**config.mk**
```make
export PLATFORM = sky130hd
export DESIGN_NAME = alu_regfile_unit
export DESIGN_NICKNAME = d
export VERILOG_FILES = /design/src/rtl/alu_regfile_unit.sv
export SDC_FILE = /design/constraint.sdc
export NUM_CORES = 2
export LEC_CHECK = 0
export ABC_CLOCK_PERIOD_IN_PS = 15200
export CAP_MARGIN = 10
export CORE_ASPECT_RATIO = 1.2
export CORE_MARGIN = 2
export CORE_UTILIZATION = 50
export DETAILED_ROUTE_END_ITERATION = 12
export PLACE_DENSITY = 0.67
export SYNTH_ARGS = -nofsm -noshare
export SYNTH_HDL_FRONTEND = slang
export SYNTH_SLANG_ARGS = --single-unit
export TNS_END_PERCENT = 20
```
**constraint.sdc**
```tcl
create_clock -name clk -period 15.2 [get_ports clk]
set_input_delay 3.8 -clock clk [delete_from_list [all_inputs] [get_ports clk]]
set_output_delay 3.8 -clock clk [all_outputs]
set_load 0.02 [all_outputs]
```
**src/rtl/alu_regfile_unit.sv**
```systemverilog
// MIPS execution core: 32x32 register file with write-through bypass
// and a combinational 32-bit ALU sharing one package boundary.
module alu_regfile_unit (
    input  logic        clk,
    input  logic        rst_n,
    input  logic [4:0]  addr_a,
    output logic [31:0] data_a,
    input  logic [4:0]  addr_b,
    output logic [31:0] data_b,
    input  logic        en_w,
    input  logic [4:0]  addr_w,
    input  logic [31:0] data_w,
    input  logic [4:0]  debug_addr,
    output logic [31:0] debug_data,
    input  logic [31:0] a,
    input  logic [31:0] b,
    input  logic [3:0]  oper,
    output logic [31:0] result
);

    typedef enum logic [3:0] {
        OP_ADD  = 4'd0,
        OP_SUB  = 4'd1,
        OP_SLT  = 4'd2,
        OP_SLTU = 4'd3,
        OP_AND  = 4'd4,
        OP_OR   = 4'd5,
        OP_XOR  = 4'd6,
        OP_NOR  = 4'd7,
        OP_SLL  = 4'd8,
        OP_SRL  = 4'd9,
        OP_SRA  = 4'd10,
        OP_LUI  = 4'd11
    } alu_op_e;

    logic [31:0] regs [32];
    logic        wr_hit;
    logic [4:0]  sh;

    assign wr_hit = en_w && (addr_w != 5'd0);
    assign sh     = a[4:0];

    // r0 is never written, so it stays at its reset value of zero
    function automatic logic [31:0] rd_port(input logic [4:0] ad,
                                            input logic [31:0] st);
        logic [31:0] v;
        v = st;
        if (ad == 5'd0)
            v = 32'd0;
        else if (wr_hit && (addr_w == ad))
            v = data_w;
        return v;
    endfunction

    // Register array: async clear, WB write on rising edge
    always_ff @(posedge clk or negedge rst_n) begin
        if (!rst_n) begin
            for (int i = 0; i < 32; i++)
                regs[i] <= 32'd0;
        end else if (wr_hit) begin
            regs[addr_w] <= data_w;
        end
    end

    // Read ports with same-cycle write-through so ID sees the WB value
    always_comb begin
        data_a     = rd_port(addr_a, regs[addr_a]);
        data_b     = rd_port(addr_b, regs[addr_b]);
        debug_data = rd_port(debug_addr, regs[debug_addr]);
    end

    // ALU: only a[4:0] feeds the shifter; undefined opcodes yield zero
    always_comb begin
        result = 32'd0;
        unique case (oper)
            OP_ADD:  result = a + b;
            OP_SUB:  result = a - b;
            OP_SLT:  result = {31'd0, $signed(a) < $signed(b)};
            OP_SLTU: result = {31'd0, a < b};
            OP_AND:  result = a & b;
            OP_OR:   result = a | b;
            OP_XOR:  result = a ^ b;
            OP_NOR:  result = ~(a | b);
            OP_SLL:  result = b << sh;
            OP_SRL:  result = b >> sh;
            OP_SRA:  result = $unsigned($signed(b) >>> sh);
            OP_LUI:  result = {b[15:0], 16'd0};
            default: result = 32'd0;
        endcase
    end

endmodule

```
# ---- Word-level counts from Yosys, hierarchy flattened
# Index checks and enable logic that the tools add are counted.
# W data, S select, Z words.
dict set report op_classes {
  addsub 2
  order_cmp 7
  eq_ne 14
  shift 3
  muxes 19
  bitwise 8
  n_reduce_logical 10
}
# operator n
set op_table {}
lappend op_table {{$bwmux W1024} 1}
lappend op_table {{$bmux W32 S5} 3}
lappend op_table {{$mux W32} 13}
lappend op_table {{$pmux W32 S12} 1}
lappend op_table {{$demux W32 S5} 1}
lappend op_table {{$lt A32 B32 Y1} 2}
lappend op_table {{$add A32 B32 Y32} 1}
lappend op_table {{$and A32 B32 Y32} 1}
lappend op_table {{$not A32 Y32} 1}
lappend op_table {{$or A32 B32 Y32} 1}
lappend op_table {{$shl A32 B5 Y32} 1}
lappend op_table {{$shr A32 B5 Y32} 1}
lappend op_table {{$sshr A32 B5 Y32} 1}
lappend op_table {{$sub A32 B32 Y32} 1}
lappend op_table {{$xor A32 B32 Y32} 1}
lappend op_table {{$ge A6 B6 Y1 const B} 4}
lappend op_table {{$not A5 Y6} 4}
lappend op_table {{$eq A4 B3 Y1 const B} 4}
lappend op_table {{$eq A4 B4 Y1 const B} 4}
lappend op_table {{$eq A5 B5 Y1} 3}
lappend op_table {{$logic_not A5 Y1} 3}
lappend op_table {{$eq A4 B2 Y1 const B} 2}
lappend op_table {{$lt A6 B1 Y1 const B} 1}
lappend op_table {{$logic_and A1 B1 Y1} 5}
lappend op_table {{other kinds (3)} 3}
dict set report totals {
  ff_bits 1024
  out_inout_bits 128
}

# ---- Logic depth before layout (Yosys ltp)
dict set report depth {
  word_depth 6
  mapped_depth 16
  depth_no_buf 12
}

# ---- Worst setup path before layout
# OpenSTA, ideal clock, no wires.
dict set report synth_path {
  kind {input to output}
  startpoint {input port a[2]}
  endpoint {output port result[28]}
  t_arrival_ns 7.281
  required_time_ns 11.400
  path_slack_ns 4.119
  stages 16
  n_path_buf 5
  path_cell_list {buf_6 > inv_1 > buf_2 > buf_1 > buf_1 > ha_1 > buf_6 > o21bai_1 > nand2_1 > a2111oi_4 > o311ai_4 > a2111oi_4 > o21ai_2 > a22oi_4 > a31oi_1 > o2bb2ai_1}
}
dict set report synth_via {
  elab_chain_len 2
  word_cells_on_any_way 6
}
# item line
set synth_lines {}
lappend synth_lines {{start: declaration} 15} ;# input logic [31:0] a,
lappend synth_lines {{$sub A32 B32 Y32 (tied with other cells)} 77} ;# OP_SUB: result = a - b;
lappend synth_lines {{$pmux W32 S12 (*)} 75} ;# unique case (oper)
lappend synth_lines {{end: declaration} 18} ;# output logic [31:0] result
# Every way passes the cells marked *; elsewhere a longest branch is shown, timed or not.

# ---- Worst setup path in the final report
dict set report layout_path {
  startpoint {input port a[3]}
  endpoint {output port result[27]}
}
# The elaborated chain is that of the path after synthesis.

==> key figures <==
Worst setup path
  – CP max FO: 60
  – Slowest-stage cell, CP: clkdlybuf4s50_1
  – Worst Path Buf+Inv: 4
  – Ordered cell list for the critical path: buf_2 > buf_4 > inv_2 > ha_1 > o21ai_0 > o21ai_0 > a221oi_2 > o41ai_2 > a41oi_2 > o22ai_1 > o32ai_1 > xnor2_1 > o221ai_1 > clkdlybuf4s50_1
  – R2R Path End: regs[986]
  – Worst reg2reg path startpoint: regs[986]
  – Startpoint Class: input pin
  – CP Capture Type: primary output
  – Reg-to-reg slack, setup: roughly 14000 ps
  – Crit path largest cell delay: between 600 and 700 ps
  – Crit path DAT: 8750 ps
  – R2R depth: 1
  – Cell class contributing the biggest share of worst-path delay: compound AO/OA/AOI/OAI gates
  – Cell mode on critical path: o21ai_0
  – Critical path required time: 11400 ps
  – CP Class: in2out

Placement
  – Placed instance area: 0.07630 mm2
  – Input/output buffers: 250
  – Routability Congestion: 1.053
  – DP Worst Slack: 2846 ps
  – Dpl hpwl: 162700 um

Clocking
  – Worst-skew pair later-pin latency: roughly 720 ps
  – Clock slew at reported path FFs: approximately 60 ps
  – Post-CTS setup repair buffer count: 0
  – Clk sink count: between 1000 and 1500
  – Root Driver: clkbuf_16
  – Maximum root-to-sink buffer count: 3
  – CTS Hold Bufs: 0
  – H-Tree Depth: 3
  – Post-cts resize count: 0
  – Inserted Clock Buffers: 105
  – CTS tree: built

Timing
  – Max-slew violation count: 0
  – Hold Fails Final Rpt: 0
  – Setup WS post-layout: 2647 ps
  – RSZ-0062 raised after global routing: false
  – Worst clock skew: 0 ps
  – Least-Margin Pin Slew: 1243 ps
  – Finish-stage setup viols: 0
  – Setup TNS: 0 ps
  – Fmax: ~0.08 GHz
  – Crit share post-route: 82.58%
  – Slew HR: 17.13%
  – Post-layout min period: 12550 ps

Cells and area
  – Max reg flops: 1024
  – Top reg by flops: regs
  – Net count, final: 5450
  – Layout cells sized above 1: between 40 and 50%
  – Fin area: 0.07993 mm2
  – Fin util: 55.30%
  – Area Overhead vs Synth: 10.09%
  – Fill cell count: approximately 12000
  – Largest registers: regs x1024

Power
  – Logic pwr share: about 31%
  – Cell Pwr Density: 117.0 mW/mm2
  – Peak VDD IR: around 0.11 mV
  – Seq pwr share: between 30% and 40%
  – Net Sw Power: 2928 uW
  – Clock share of power: between 20% and 30%
  – Internal power: about 6400 uW
  – Leak: 0.03285 uW
  – Overall Power: around 9400 uW
  – Switching share of power: between 30 and 40%

Synth
  – Flops & latches, synth: 1024
  – Avg Cell Area, Syn: 13.57 um2
  – Synth Flop Type: dfrtp_1
  – Distinct cell type count after synthesis: slightly above 90
  – Top-area cell type share of the netlist area: 35.30%
  – Yosys top cell by area: dfrtp_1
  – Post-synthesis sequential area ratio: 35.30%
  – Cell count after synthesis: 5350
  – Top cells by area, synth: dfrtp_1, mux4_2, mux2_2, mux2i_1, clkbuf_1
  – Post-synth top cells: dfrtp_1, mux2_2, mux4_2, clkbuf_1, nor2_1
  – Ys async rst share: 100.0%
  – Synth Cell Area: around 0.073 mm2
  – Yosys warnings: 0
  – Cell with the most instances after synthesis: dfrtp_1
  – Post-synth EDFFs: 0
  – Mapped Nets: 5578

Global route
  – Initial antenna violation count: 20
  – Pin count of the biggest net entering global routing: ~160
  – First-pass GRT wire length: 380300 um
  – Most used routing layer: met2
  – GRT met1 Usage: 45.35%
  – Routing usage on met3: under 10%
  – Met2 global-route usage: 55.16%
  – GR Util All Layers: 35.56%
  – Remaining global-route overflow: 0
  – Vias in the first global route: approximately 53000

Min path
  – Hold worst-path end: regs[1015]
  – Worst hold start: regs[1015]
  – Hold path depth: 0
  – Hold WC Path Type: reg2reg

Drt
  – Total routed wirelength: 262400 um
  – Vias per inst: 7.233
  – Antenna viol nets, final: 0
  – Drc violations: 0
  – Routed vias: ~52000
  – Wire per inst: 36.16 um
  – Drt first pass iters: 5
  – DRT iter0 DRCs: roughly 5800

Floorplanning
  – # rows: 153
  – Die area: 0.1483 mm2
  – Die Span Y: 421.4 um
  – Core area: roughly 0.14 mm2
  – Boundary Pins: 251
  – Starting density of the core: 50.23%
  – Die Wd: 351.9 um

Outcome
  – Status: finished, final reports clean

Run
  – Max-cap violation count: 0
## cell families (layout without fill, tap and decap cells)
group           Yosys count  count (layout)  synth area share [%]
flops                  1024            1024                 35.30
compound gates          696             696                 6.630
buf+inv                 711             666                 4.017
fa+ha+maj               105             105                 1.830
mux                    2180            2180                 47.92
other cells               0              13                     0
simple gates            570             570                 3.536
xor+xnor                 64              64                0.7721
## per-layer routing
layer / part of all wire, % / routed length, um
met1: 37 / 96180
met2: 47 / 123400
met3: 9.9 / 25930
met4: 6.4 / 16770
met5: 0.020 / 53
## through the flow
stage                     hold slack [ps]  cells
after CTS                           418.0   7242
final                               414.4   7255
after global placement              393.0   7052
after detailed placement            403.0   7052
after floorplan                     458.0   5350
after global routing                428.0   7253
## placed cells by master (no fill, tap or decap), types with 10 or more instances in the layout
master           count
dfrtp_1           1024
mux2_2            1014
mux4_2             935
mux2i_1            231
nor2_1             230
clkdlybuf4s50_1    225
a211oi_1           177
a21oi_1            161
nand2_1            133
buf_4              121
o21ai_0            115
clkbuf_16          106
ha_1               103
inv_1               95
nor2b_1             49
xnor2_1             48
clkbuf_8            28
nand3_1             24
nor3_1              23
o211ai_1            23
a22oi_1             23
o22ai_1             21
nor2_4              19
clkbuf_1            18
a31oi_1             16
xor2_1              16
clkinv_2            16
a221oi_1            15
nand2_4             15
o221ai_1            14
diode_2             13
o21bai_1            13
a21o_1              13
nand2b_1            10
## how the worst max path moves through the flow
stage | startpoint | to | cells after the start
final | a[3] | result[27] | 14
after global routing | a[3] | result[21] | 14
after CTS | a[3] | result[27] | 14
after detailed placement | a[3] | result[27] | 14
after global placement | a[3] | result[27] | 14
after floorplan | a[2] | result[28] | 16
## final cells by class
type	count	area (um2)	share of cell area, %
clock inverters	38	491.7	0.6152
inverters	100	377.9	0.4728
well taps	1937	2424	3.032
diodes	13	32.53	0.04070
clock buffers	152	3105	3.885
repair buffers	376	3553	4.446
flip-flops and latches	1024	25620	32.06
multi-input cells	3615	44320	55.45
## power groups by stage
stage | registers (uW) | clock network, uW | logic (uW)
finish | 3730 | 2730 | 2900
global route | 3800 | 2870 | 3040
CTS | 3700 | 2760 | 2880
detailed placement | 3750 | 0 | 2870
global placement | 3700 | 0 | 2830
floorplan | 3600 | 0 | 2040
(Power assumes the default switching activity.)
